$ cat src/rtl/itu656_stream_decoder.sv
// BT.656 byte-stream decoder: locks to EAV/SAV codes, recovers F/V/H flags
// and demultiplexes Cb/Y/Cr/Y into per-pixel YCbCr with X/Y coordinates.
module itu656_stream_decoder #(
  parameter int unsigned H_ACTIVE = 720,
  parameter int unsigned CNT_W    = 10
) (
  input  logic             iCLK_27,
  input  logic             iRST,
  input  logic [7:0]       iTD_DATA,
  input  logic             iTD_Stable,
  output logic [7:0]       oY,
  output logic [7:0]       oCb,
  output logic [7:0]       oCr,
  output logic             oDVAL,
  output logic [CNT_W-1:0] oTV_X,
  output logic [CNT_W-1:0] oTV_Y,
  output logic             oField,
  output logic             oVBlank,
  output logic             oHBlank,
  output logic             oTRS_Err
);

  localparam logic [2:0] SEEK   = 3'd0;
  localparam logic [2:0] T1     = 3'd1;
  localparam logic [2:0] T2     = 3'd2;
  localparam logic [2:0] T3     = 3'd3;
  localparam logic [2:0] ACTIVE = 3'd4;
  localparam logic [2:0] BLANK  = 3'd5;

  logic [2:0]       state_q, state_d;
  logic [1:0]       phase_q, phase_d;
  logic [7:0]       cb_q, cb_d;
  logic [7:0]       y0_q, y0_d;
  logic [7:0]       cr_q, cr_d;
  logic [CNT_W-1:0] x_q, x_d;
  logic [CNT_W-1:0] line_q, line_d;
  logic [7:0]       oy_q, oy_d;
  logic [7:0]       ocb_q, ocb_d;
  logic [7:0]       ocr_q, ocr_d;
  logic             dval_q, dval_d;
  logic [CNT_W-1:0] tvx_q, tvx_d;
  logic             fld_q, fld_d;
  logic             vb_q, vb_d;
  logic             hb_q, hb_d;
  logic             err_q, err_d;

  logic             emit_c;
  logic [7:0]       emit_y_c;
  logic [7:0]       emit_cr_c;

  logic f_bit, v_bit, h_bit, xy_ok;

  // XY field decode and protection-bit check
  assign f_bit = iTD_DATA[6];
  assign v_bit = iTD_DATA[5];
  assign h_bit = iTD_DATA[4];
  assign xy_ok = iTD_DATA[7] &&
                 (iTD_DATA[3:0] == {v_bit ^ h_bit, f_bit ^ h_bit,
                                    f_bit ^ v_bit, f_bit ^ v_bit ^ h_bit});

  // Next-state, pixel assembly and output computation
  always_comb begin
    state_d   = state_q;
    phase_d   = phase_q;
    cb_d      = cb_q;
    y0_d      = y0_q;
    cr_d      = cr_q;
    x_d       = x_q;
    line_d    = line_q;
    oy_d      = oy_q;
    ocb_d     = ocb_q;
    ocr_d     = ocr_q;
    dval_d    = 1'b0;
    tvx_d     = tvx_q;
    fld_d     = fld_q;
    vb_d      = vb_q;
    hb_d      = hb_q;
    err_d     = 1'b0;
    emit_c    = 1'b0;
    emit_y_c  = 8'h00;
    emit_cr_c = 8'h00;

    case (state_q)
      SEEK, BLANK: begin
        if (iTD_DATA == 8'hFF) state_d = T1;
      end
      T1: state_d = (iTD_DATA == 8'h00) ? T2 : SEEK;
      T2: state_d = (iTD_DATA == 8'h00) ? T3 : SEEK;
      T3: begin
        if (!xy_ok) begin
          err_d   = 1'b1;
          state_d = SEEK;
        end else begin
          fld_d = f_bit;
          vb_d  = v_bit;
          hb_d  = h_bit;
          if (h_bit || v_bit) begin
            state_d = BLANK;
          end else begin
            state_d = ACTIVE;
            phase_d = 2'd0;
            x_d     = '0;
            // New field (or first line after vertical blanking) restarts Y
            if (vb_q || (f_bit != fld_q)) line_d = '0;
            else if (line_q != {CNT_W{1'b1}}) line_d = line_q + CNT_W'(1);
          end
        end
      end
      ACTIVE: begin
        if (iTD_DATA == 8'hFF) begin
          state_d = T1;
        end else begin
          phase_d = phase_q + 2'd1;
          case (phase_q)
            2'd0: cb_d = iTD_DATA;
            2'd1: y0_d = iTD_DATA;
            2'd2: begin
              cr_d      = iTD_DATA;
              emit_c    = 1'b1;
              emit_y_c  = y0_q;
              emit_cr_c = iTD_DATA;
            end
            default: begin
              emit_c    = 1'b1;
              emit_y_c  = iTD_DATA;
              emit_cr_c = cr_q;
            end
          endcase
        end
      end
      default: state_d = SEEK;
    endcase

    // Pixels past the active width are dropped and X holds
    if (emit_c && (x_q < CNT_W'(H_ACTIVE))) begin
      dval_d = 1'b1;
      oy_d   = emit_y_c;
      ocb_d  = cb_q;
      ocr_d  = emit_cr_c;
      tvx_d  = x_q;
      x_d    = x_q + CNT_W'(1);
    end

    // Loss of stability drops lock; flags hold, counters restart
    if (!iTD_Stable) begin
      state_d = SEEK;
      dval_d  = 1'b0;
      fld_d   = fld_q;
      vb_d    = vb_q;
      hb_d    = hb_q;
      x_d     = '0;
      line_d  = '0;
      phase_d = 2'd0;
    end
  end

  // State and output registers with synchronous reset
  always_ff @(posedge iCLK_27) begin
    if (iRST) begin
      state_q <= SEEK;
      phase_q <= 2'd0;
      cb_q    <= 8'h00;
      y0_q    <= 8'h00;
      cr_q    <= 8'h00;
      x_q     <= '0;
      line_q  <= '0;
      oy_q    <= 8'h00;
      ocb_q   <= 8'h00;
      ocr_q   <= 8'h00;
      dval_q  <= 1'b0;
      tvx_q   <= '0;
      fld_q   <= 1'b0;
      vb_q    <= 1'b0;
      hb_q    <= 1'b0;
      err_q   <= 1'b0;
    end else begin
      state_q <= state_d;
      phase_q <= phase_d;
      cb_q    <= cb_d;
      y0_q    <= y0_d;
      cr_q    <= cr_d;
      x_q     <= x_d;
      line_q  <= line_d;
      oy_q    <= oy_d;
      ocb_q   <= ocb_d;
      ocr_q   <= ocr_d;
      dval_q  <= dval_d;
      tvx_q   <= tvx_d;
      fld_q   <= fld_d;
      vb_q    <= vb_d;
      hb_q    <= hb_d;
      err_q   <= err_d;
    end
  end

  assign oY       = oy_q;
  assign oCb      = ocb_q;
  assign oCr      = ocr_q;
  assign oDVAL    = dval_q;
  assign oTV_X    = tvx_q;
  assign oTV_Y    = line_q;
  assign oField   = fld_q;
  assign oVBlank  = vb_q;
  assign oHBlank  = hb_q;
  assign oTRS_Err = err_q;

endmodule

$ cat config.mk
export PLATFORM = sky130hd
export DESIGN_NAME = itu656_stream_decoder
export DESIGN_NICKNAME = d
export VERILOG_FILES = /design/src/rtl/itu656_stream_decoder.sv
export SDC_FILE = /design/constraint.sdc
export NUM_CORES = 1
export LEC_CHECK = 0
export CAP_MARGIN = 30
export CORE_UTILIZATION = 30
export CTS_BUF_LIST = sky130_fd_sc_hd__clkbuf_4 sky130_fd_sc_hd__clkbuf_8 sky130_fd_sc_hd__clkbuf_16
export DETAILED_ROUTE_END_ITERATION = 10
export SKIP_LAST_GASP = 1
export SLEW_MARGIN = 20
export SYNTH_ARGS = -nofsm -noshare
export SYNTH_HDL_FRONTEND = slang
export SYNTH_SLANG_ARGS = --single-unit
$ cat constraint.sdc
create_clock -name iCLK_27 -period 4.1 [get_ports iCLK_27]
set_input_delay 1.025 -clock iCLK_27 [delete_from_list [all_inputs] [get_ports iCLK_27]]
set_output_delay 1.025 -clock iCLK_27 [all_outputs]
set_load 0.03 [all_outputs]
After elaboration in Yosys (flattened, before gate mapping)
Index checks and enable logic that the tools add are counted.

storage, ports and cells
  flip-flop bits (word level) = 88
  input port bits = 11
  output and inout port bits = 49
  word-level logic and storage cells = 93

operators by class
  $add $sub $neg = 3
  magnitude comparators = 1
  equal/unequal tests = 16
  mux-type cells = 27
  bitwise logic cells = 8
  reductions and logical operators = 22

operator list
  cell                                                   number
  two-way mux 10 bit                                     6
  two-way mux 8 bit                                      4
  one-hot mux 8 bit (2 select lines)                     2
  adder 10 x 1 -> 10 bit, second input constant          2
  AND reduction 3 bit                                    5
  one-hot mux 3 bit (4 select lines)                     1
  less-than comparator 10 bit, second input constant     1
  two-way mux 2 bit                                      5
  inequality test 10 bit, second input constant          1
  equality test 8 bit, second input constant             1
  logical NOT 8 bit                                      1
  AND reduction 4 bit                                    2
  nonzero test 2 bit                                     4
  equality test 3 x 2 -> 1 bit, second input constant    2
  equality test 3 bit, second input constant             2
  two-way mux 1 bit                                      6
  two-way mux 3 bit                                      2
  inequality test 2 bit, second input constant           3
  OR reduction 2 bit                                     3
  equality test 4 bit                                    1
  inequality test 2 x 1 -> 1 bit, second input constant  2
  NOT 1 bit                                              4
  one-hot mux 2 bit (2 select lines)                     1
  bitwise XOR 1 bit                                      4
  10 further kinds                                       12

Longest topological paths before layout
Gate-level depths: netlist of run 1.

  depth in word-level cells = 8
  gate-level depth with buffers = 10
  mapped depth without buffers = 7

Least setup slack after synthesis of run 1
Ideal clock, no wire load.

  kind = input to register
  start point = input iTD_DATA[5]
  end point = register line_q[7], in the netlist oTV_Y[7]
  setup time = 71 ps
  arrival time = 3107 ps
  data required time = 4029 ps
  slack = 922 ps
  stages on the path = 9
  path buffers = 2
  cells stage by stage = clkbuf_1 -> inv_1 -> ha_1 -> xnor2_2 -> o2111ai_1 -> o32a_1 -> buf_4 -> or4_1 -> a21oi_1

on the way
  longest elaborated chain between the ends = 5
  elaborated cells between the ends (all ways) = 8
  those cells by class = eq/ne: 1; bitwise: 4; reduce/logical: 3

ends and longest elaborated chain
  item                               RTL line  text
  start: declaration                 9         input logic [7:0] iTD_DATA,
  bitwise XOR 1 bit (2 in series)    59        f_bit ^ v_bit, f_bit ^ v_bit ^ h_bit});
  equality test 4 bit                58        (iTD_DATA[3:0] == {v_bit ^ h_bit, f_bit ^ h_bit,
  logical AND 1 bit                  57        assign xy_ok = iTD_DATA[7] &&
  AND reduction 4 bit (no line) (*)  n/a
  end signal: assignment             183       line_q <= line_d;
  end: declaration                   36        logic [CNT_W-1:0] line_q, line_d;

Every way passes the cells marked *; elsewhere a longest branch is shown, timed or not.
A chain may end at the register's enable or synchronous reset.

Final worst setup path of run 1
  start point = input iTD_DATA[4]
  end point = register line_q[0], in the netlist oTV_Y[0]

on the way
  longest elaborated chain between the ends = 4
  elaborated cells between the ends (all ways) = 8
  those cells by class = eq/ne: 1; bitwise: 4; reduce/logical: 3

ends and longest elaborated chain
  item                                  RTL line
  bitwise XOR 1 bit (on tied branches)  59, 58
  equality test 4 bit                   58
  logical AND 1 bit                     57
  AND reduction 4 bit (no line) (*)     n/a

Marks and branches as above.

==> key figures, run 1 <==
Status
  – Status: completed

STA
  – Finish-stage setup viols: 0
  – RSZ-0062 raised after global routing: false
  – Worst relative slew slack: 48.8%
  – Total negative setup slack: 0 ns
  – Layout Skew: between 0.008 and 0.009 ns
  – Final period util: between 80% and 90%
  – Endpoints failing hold: 0
  – Worst-margin pin slew: between 0.7 and 0.8 ns
  – Max Slew Vio Count: 0
  – Minimum clock period: ~3.4 ns
  – Max Freq: slightly below 0.3 GHz

Cells and area
  – Storage element area: 1760 µm²
  – Post-Route Utilization: 38.8%
  – Diode count: 0
  – Final Net Count: 563
  – Layout cells sized above 1: 6.74%
  – Commonest non-fill, non-tap cells in the layout: dfxtp_1, nor2_1, nand2_1
  – Commonest non-fill, non-tap cell in the layout: dfxtp_1
  – Area grow syn2layout: 26.1%
  – Multi-input gate area: 2110 µm²
  – Fill cells: ~1,300

CTS
  – H-tree levels: 3
  – CTS Buffer Depth: 2
  – TritonCTS clock tree: done
  – Clk root buf: clkbuf_16
  – Post-cts gate resize count: 0
  – Post-CTS Setup Inserts: 0
  – CTS Buf Count: 9
  – Clk sinks: 88
  – Clock latency on the worst-skew pair: 0.34 ns
  – Worst-path clk slew: 0.06 ns
  – Post-CTS Hold Buffers: 0

Route
  – Number of DRC markers in iteration 0: between 200 and 250
  – Vias/cell: 5.21
  – ANT nets after route: 0
  – DR vias: 3,777
  – WL/cell: 14.0 µm
  – TritonRoute pass-1 iters: 5
  – DR DRC count: 0
  – Post-Route WL: 10,200 µm

Placed design
  – Final HPWL DP: approximately 7000 µm
  – Port Buf Inserts: 59
  – Placer Congestion: 0.785

Flow run
  – Max-Cap Viols: 0

Setup path
  – Worst stage delay on the critical path: roughly 0.57 ns
  – Startpoint types: input port
  – CP endpoint kind: flip-flop
  – Critical Path AT: 3.60 ns
  – Cell Chain, Critical Path: clkdlybuf4s50_1, inv_1, ha_1, xnor2_2, o2111ai_1, o32a_1, or4_1, a21oi_1
  – Reg-to-reg slack, setup: 1.68 ns
  – Reg2Reg Depth: 6
  – CP Data Required Time: around 4.4 ns
  – R2r endpoint: oCr[0]
  – Worst path slowest cell: or4_1
  – Setup Crit Path Kind: in2reg
  – RR Startpoint: state_q[2]
  – Max FO, Critical Path: 13

Synth
  – Sequential share of the synthesized area: 43.4%
  – Post-Syn Area: 4060 µm²
  – Post-synth EDFFs: 0
  – Async SR Flop Fraction: 0%
  – Synthesized net count: 515
  – Ys flop type: dfxtp_1
  – #FFs+latches synth: 88
  – Synth warn: 0
  – Synth Area per Inst: roughly 8.2 µm²
  – Mapped Cells: 496
  – Synth cell types: 50

Power
  – Pleak: about 1.9 nW
  – Power Dens Cells: 332 nW/µm²
  – Worst IR drop on VDD: between 0.00015 and 0.0002 V

GRT
  – GR Overflow Total: 0
  – First-pass GRT wire length: 17,000 µm
  – Initial antenna violation count: 0
  – GRT Util Overall: 15.1%
  – Largest net degree at the start of global routing: 64
  – Vias in the first global route: 3,473

Floorplanning
  – Total Die Area: 14,000 µm²
  – Chip width: 118 µm
  – Core area: 13,200 µm²
  – Initial Util: roughly 30%
  – Die height: 118 µm
  – Row count: 42
  – IO Count: 60

Min path
  – Hold path cells: 2
  – Worst Hold Endpoint: oCb[7]
  – Hold crit path type: reg2reg
  – Hold Startpoint: cb_q[7]
through the flow:
| stage | total power [W] | std cells | cell area [µm²] | hold slack (ns) | setup slack [ns] |
|---|---|---|---|---|---|
| CTS | 0.00172 | 725 | 5120 | 0.457 | 0.803 |
| floorplan | 0.000914 | 496 | 4060 | 0.432 | 0.922 |
| detailed placement | 0.000942 | 709 | 4830 | 0.449 | 0.457 |
| finish | 0.00170 | 725 | 5120 | 0.454 | 0.749 |
| global route | 0.00177 | 725 | 5120 | 0.482 | 0.664 |
| global placement | 0.000941 | 708 | 4820 | 0.444 | 0.557 |
routing by layer:
metal / wire length [µm] / global-route usage [%] / vias up / share of wire, %
li1: - / - / 1874 / -
met1: 4810 / 19.4 / 1794 / 47
met2: 4730 / 24.4 / 100 / 47
met3: 478 / 2.61 / 9 / 4.7
met4: 139 / 7.21 / 0 / 1.4
met5: 0 / 0 / - / 0
critical path, delay by kind of cell:
kind | cells | cell delay, ns
AO/OA/AOI/OAI | 3 | 0.95
buffers and inverters | 2 | 0.53
XOR/XNOR | 1 | 0.22
adder cells (fa/ha/maj) | 1 | 0.32
AND/OR/NAND/NOR | 1 | 0.57
worst max path at each step:
stage | from | endpoint | depth (start not counted)
after floorplan | iTD_DATA[5] | oTV_Y[7] | 9
after global placement | iTD_DATA[4] | oTV_Y[0] | 8
after detailed placement | iTD_DATA[4] | oTV_Y[0] | 8
after CTS | iTD_DATA[4] | oTV_Y[0] | 8
after global routing | iTD_DATA[4] | oTV_Y[8] | 8
final | iTD_DATA[4] | oTV_Y[0] | 8
layout make-up:
class | instances | area share, %
inverter | 8 | 0.587
clock buffer | 10 | 4.55
tap | 176 | 4.30
clock inverter | 6 | 1.03
sequential | 88 | 34.4
multi-input combinational | 364 | 41.3
timing repair buffer | 73 | 13.8
power breakdown:
part,internal [W],switching (W),total (W)
Combinational,0.0000244,0.0000446,0.0000690
Clock,0.000426,0.000351,0.000777
Sequential,0.000854,0.0000000300,0.000854
Total,0.00130,0.000396,0.00170
cell families after synthesis:
kind of cell | count (synthesis) | share of synthesized area [%]
adders and majority gates | 8 | 2.47
buffers and inverters | 44 | 4.56
xor gates and xnor gates | 3 | 0.833
muxes | 25 | 6.17
DFF | 88 | 43.4
AOI/OAI and AO/OA | 99 | 15.5
and+or+nand+nor | 229 | 27.0
cell usage after synthesis, types with 2 or more instances:
library cell / count / share of area (%)
and4b_1: 2 / 0.49
nor4_1: 4 / 0.62
buf_1: 3 / 0.28
nor3_1: 24 / 3.0
buf_4: 3 / 0.56
nor4bb_1: 3 / 0.74
nor2b_1: 2 / 0.31
nand2_1: 65 / 6.0
o211a_1: 2 / 0.49
o32a_1: 2 / 0.49
a21oi_1: 38 / 4.7
o211ai_1: 4 / 0.74
mux2i_1: 25 / 6.2
a211oi_1: 17 / 3.1
or3_1: 3 / 0.46
nand2b_1: 2 / 0.31
ha_1: 8 / 2.5
nand4_1: 8 / 1.2
buf_2: 7 / 0.86
nand3_1: 25 / 3.1
o21ai_0: 11 / 1.4
and3_1: 2 / 0.31
o31ai_1: 4 / 0.74
o2111ai_1: 2 / 0.43
clkbuf_1: 23 / 2.1
inv_1: 8 / 0.74
dfxtp_1: 88 / 43
nand4b_1: 3 / 0.65
nor2_1: 69 / 6.4
a31oi_1: 7 / 1.1
nor4b_1: 2 / 0.43
a21o_1: 2 / 0.37
or4_1: 7 / 1.3
o21a_1: 3 / 0.56
or2_2: 3 / 0.46
No activity file was read; power rests on OpenSTA's default activity.
==> inputs of run 2 (changes only) <==
==> constraint.sdc (replaced) <==
create_clock -name iCLK_27 -period 2.7 [get_ports iCLK_27]
set_input_delay 0.675 -clock iCLK_27 [delete_from_list [all_inputs] [get_ports iCLK_27]]
set_output_delay 0.675 -clock iCLK_27 [all_outputs]
set_load 0.03 [all_outputs]
==> key figures, run 2 (synthesized netlist as in run 1, its figures left out) <==
Status
  – Status: completed

Cells and area
  – Post-Route Utilization: 42.1%
  – Layout cells sized above 1: 14.8%
  – Diode count: 0
  – Area grow syn2layout: 36.9%
  – Final Net Count: 596
  – Finished layout cell area: 5550 µm²
  – Commonest non-fill, non-tap cell in the layout: dfxtp_1
  – Non-filler cells, final: between 700 and 800
  – Commonest non-fill, non-tap cells in the layout: dfxtp_1, nor2_1, nand2_1

STA
  – Final period util: 98.7%
  – Worst relative slew slack: 55.1%
  – Minimum clock period: ~2.7 ns
  – Max Slew Vio Count: 0
  – Layout Skew: a little over 0.009 ns
  – Endpoints failing hold: 0
  – Min Hold Slack: 0.455 ns
  – Total negative setup slack: 0 ns
  – Max Freq: 0.375 GHz
  – Finish-stage setup viols: 0
  – Worst-margin pin slew: 0.673 ns

CTS
  – Post-CTS Hold Buffers: 0
  – CTS Buffer Depth: 2
  – Clk root buf: clkbuf_16
  – Clock latency on the worst-skew pair: 0.34 ns
  – CTS Buf Count: 9
  – TritonCTS clock tree: done
  – Worst-path clk slew: 0.07 ns
  – Clk sinks: ~90
  – H-tree levels: 3

Floorplanning
  – IO Count: 60
  – Core area: between 10,000 and 15,000 µm²
  – Row count: between 40 and 50
  – Initial Util: ~30%
  – Total Die Area: around 14,000 µm²
  – Chip width: between 100 and 150 µm
  – Die height: 118 µm

GRT
  – GRT Util Overall: ~16%
  – First-pass GRT wire length: 17,700 µm
  – GR Overflow Total: 0
  – Largest net degree at the start of global routing: 63
  – Vias in the first global route: 3,706
  – Initial antenna violation count: 0

Setup path
  – Cell Chain, Critical Path: clkdlybuf4s50_1, nor4b_1, nor4_2, o32a_4, or4_4, a21oi_2
  – Setup Crit Path Kind: in2reg
  – Max FO, Critical Path: 8
  – CP Data Required Time: 2.97 ns
  – Critical Path AT: 2.93 ns
  – Worst stage delay on the critical path: approximately 0.54 ns
  – Worst path slowest cell: or4_4
  – CP endpoint kind: flip-flop
  – Startpoint types: input port

Placed design
  – Final HPWL DP: 7410 µm
  – Port Buf Inserts: 59
  – Placer Congestion: 0.802
  – Post-Place Cell Area: 5130 µm²
  – Placed Cells incl. Taps: 739

Route
  – WL/cell: 14.3 µm
  – DR DRC count: 0
  – TritonRoute pass-1 iters: 5
  – Vias/cell: 5.11
  – Number of DRC markers in iteration 0: 229
  – ANT nets after route: 0
  – Post-Route WL: between 10,000 and 15,000 µm
  – DR vias: 3,877

Min path
  – Hold crit path type: reg2reg

Power
  – Pleak: 2.09 nW
  – Worst IR drop on VDD: 0.000297 V
  – Power Dens Cells: 479 nW/µm²

Flow run
  – Max-Cap Viols: 0
-- run 2: worst max-delay path, delay by kind of cell --
kind	cells	cell delay [ns]
AO/OA/AOI/OAI	2	0.55
buffers and inverters	1	0.52
AND/OR/NAND/NOR	3	1.17
-- run 2: where the power goes --
group | switching [W] | leakage (nW) | total (W) | internal [W]
combinational | 0.0000827 | 1.24 | 0.000146 | 0.0000629
clock | 0.000573 | 0.143 | 0.00122 | 0.000644
sequential | 0.0000000481 | 0.708 | 0.00130 | 0.00130
-- run 2: final cells by class --
cell class	instances	area, µm²
sequential	88	1760
clock inverter	7	60.1
fill	1281	7640
tap	176	220
clock buffer	9	225
inverter	8	30.0
timing repair buffer	105	1000
multi-input combinational	365	2250
-- run 2: metal layers --
metal / GRT usage (%) / vias up / share of wire [%]
li1: - / 1944 / -
met1: 20.0 / 1846 / 48
met2: 26.1 / 76 / 47
met3: 2.65 / 11 / 3.5
met4: 5.21 / 0 / 1.2
met5: 0 / - / 0
-- run 2: path summary, 6_finish.rpt --
path	start	to	slack, ns	cells past startpoint
min reg2reg	oTV_X[5]	oTV_X[5]	0.46	2
max reg2reg	state_q[1]	oTV_Y[0]	0.45	5
max	iTD_DATA[0]	oTV_Y[0]	0.03	6
min	oTV_X[5]	oTV_X[5]	0.46	2
-- run 2: metrics by stage --
stage               total power, W  setup slack [ns]
finish                     0.00266            0.0340
global route               0.00274           -0.0395
CTS                        0.00267           0.00271
detailed placement         0.00146            -0.432
global placement           0.00146            -0.344
floorplan                  0.00140            0.0109
-- run 2: what timing repair did --
item | 4_1_cts | 5_1_grt
cloned | 0 | 1
gates resized for setup | 2 | 20
buffers inserted | 0 | 2
setup endpoints to repair | 6 | 17
pin swaps | 0 | 4
==> inputs of run 3 (changes only) <==
--- a/config.mk
+++ b/config.mk
@@ -6,10 +6,10 @@
 export NUM_CORES = 1
 export LEC_CHECK = 0
 export CAP_MARGIN = 30
-export CORE_UTILIZATION = 30
+export CORE_UTILIZATION = 45
 export CTS_BUF_LIST = sky130_fd_sc_hd__clkbuf_4 sky130_fd_sc_hd__clkbuf_8 sky130_fd_sc_hd__clkbuf_16
 export DETAILED_ROUTE_END_ITERATION = 10
-export SKIP_LAST_GASP = 1
+export PLACE_DENSITY = 0.71
 export SLEW_MARGIN = 20
 export SYNTH_ARGS = -nofsm -noshare
 export SYNTH_HDL_FRONTEND = slang
==> key figures, run 3 (synthesized netlist as in run 1, its figures left out) <==
Setup path
  – R2r endpoint: oTV_Y[0]
  – Critical Path AT: 2.95 ns
  – RR Startpoint: state_q[1]
  – Reg-to-reg slack, setup: 0.59 ns
  – Max FO, Critical Path: 15
  – Setup Crit Path Kind: in2reg
  – Reg2Reg Depth: 5
  – CP endpoint kind: flip-flop
  – CP Data Required Time: ~3.0 ns
  – Startpoint types: input port

Power
  – Cell Int Power: 0.00180 W
  – Total power: between 0.002 and 0.0025 W
  – Worst IR drop on VDD: slightly above 0.0003 V
  – Clock share of power: about two fifths
  – Net Switching: a little under 0.0006 W
  – Logic pwr share: 5.4%
  – Power Dens Cells: 454 nW/µm²
  – Flop pwr share: 54.2%
  – Pleak: between 2 and 2.5 nW
  – Switching Fraction: 24.8%

Floorplanning
  – Die height: 96.9 µm
  – Total Die Area: about 9400 µm²
  – Chip width: 96.9 µm
  – Initial Util: ~47%
  – Core area: 8720 µm²
  – IO Count: 60
  – Row count: 34

STA
  – Finish-stage setup viols: 0
  – Endpoints failing hold: 0
  – Max Freq: 0.377 GHz
  – Max Slew Vio Count: 0
  – Worst relative slew slack: between 50 and 60%
  – Layout Skew: 0.0126 ns
  – Minimum clock period: 2.65 ns
  – Worst-margin pin slew: 0.630 ns
  – Final period util: 98.3%

CTS
  – Post-CTS Hold Buffers: 0
  – CTS Buf Count: 9
  – CTS Buffer Depth: 2
  – Clock latency on the worst-skew pair: 0.36 ns
  – Clk root buf: clkbuf_8
  – H-tree levels: 3
  – TritonCTS clock tree: done
  – Worst-path clk slew: around 0.10 ns
  – Clk sinks: 88

Placed design
  – Port Buf Inserts: 59
  – Placer Congestion: ~0.82
  – Final HPWL DP: 6790 µm
  – Placed Cells incl. Taps: 672

Route
  – TritonRoute pass-1 iters: 5
  – Number of DRC markers in iteration 0: approximately 230
  – Post-Route WL: 9640 µm
  – ANT nets after route: 0
  – WL/cell: 14.0 µm
  – Vias/cell: 5.59
  – DR vias: 3,843
  – DR DRC count: 0

Cells and area
  – Non-filler cells, final: 688
  – Layout cells sized above 1: 12.8%
  – Commonest non-fill, non-tap cell in the layout: dfxtp_1
  – Area grow syn2layout: 29.9%
  – Final Net Count: around 590
  – Diode count: 0
  – Commonest non-fill, non-tap cells in the layout: dfxtp_1, nor2_1, nand2_1

Min path
  – Hold crit path type: reg2reg
  – Hold Startpoint: oTV_X[4]
  – Hold path cells: 2
  – Worst Hold Endpoint: oTV_X[4]

GRT
  – GRT Util Overall: 21.3%
  – First-pass GRT wire length: 16,800 µm
  – Vias in the first global route: 3,623
  – Largest net degree at the start of global routing: 62
  – Initial antenna violation count: 0
  – GR Overflow Total: 0

Status
  – Status: completed

Flow run
  – Max-Cap Viols: 0
## run 3: cell types whose count changed in the layout (fill, tap and decap cells not counted), sizes merged
cell,before,now
bufinv,0,1
clkinvlp,0,1
dlymetal6s2s,3,0
clkdlybuf4s50,55,58
o32a,3,2
inv,13,11
buf,47,46
## run 3: layout make-up
| type | instances | area (µm²) |
|---|---|---|
| Multi-Input combinational cell | 364 | 2170 |
| Inverter | 8 | 30.0 |
| Clock inverter | 7 | 88.8 |
| Sequential cell | 88 | 1760 |
| Clock buffer | 9 | 124 |
| Fill cell | 770 | 3450 |
| Timing Repair Buffer | 104 | 961 |
| Tap cell | 108 | 135 |
## run 3: metrics by stage
| stage | utilization [%] | setup WS [ns] | area, µm² | setup TNS [ns] | hold WS [ns] |
|---|---|---|---|---|---|
| after global routing | 60.4 | -0.00744 | 5270 | -0.0134 | 0.474 |
| after CTS | 60.3 | 0.0166 | 5260 | 0 | 0.460 |
| final | 60.4 | 0.0471 | 5270 | 0 | 0.458 |
| after floorplan | - | 0.0109 | 4090 | 0 | 0.432 |
| after global placement | 57.7 | -0.371 | 5030 | -7.73 | 0.442 |
| after detailed placement | 57.7 | -0.439 | 5030 | -10.57 | 0.447 |
## run 3: worst max-delay path by stage
stage,start,endpoint,slack (ns),cells after the start
finish,iTD_DATA[4],oTV_Y[0],0.05,7
CTS,iTD_DATA[4],oTV_Y[0],0.02,8
global placement,iTD_DATA[4],oTV_Y[0],-0.37,8
global route,iTD_DATA[4],oTV_Y[9],-0.007,7
floorplan,iTD_DATA[5],oTV_Y[7],0.01,9
detailed placement,iTD_DATA[4],oTV_Y[0],-0.44,8
## run 3: critical path, cell delays in order
cell and delay, ns:
clkdlybuf4s50_1 0.48, buf_4 0.21, nor4bb_1 0.31, nor4_1 0.15
o32a_4 0.44, or4_1 0.53, a21oi_1 0.15
## run 3: repair_timing
action | in CTS | in global routing
buffers inserted | 0 | 0
gates resized for setup | 2 | 3
pin swaps | 0 | 1
endpoints found under the setup margin | 7 | 9
endpoints found under the hold margin | 0 | 0
## run 3: per-layer routing
metal  up-vias  routed length, µm  global-route usage [%]
met5         -                  0                       0
met2        74               4530                    35.6
met1      1833               4600                    27.9
met4         0                127                    7.00
met3        11                376                    3.40
li1       1925                  -                       -
## run 3: power by group through the flow
stage               registers, W  logic (W)  clock network (W)
floorplan                0.00133  0.0000701                  0
CTS                      0.00130   0.000128           0.000987
global placement         0.00133   0.000126                  0
detailed placement       0.00133   0.000127                  0
finish                   0.00130   0.000130           0.000965
global route             0.00130   0.000140            0.00103
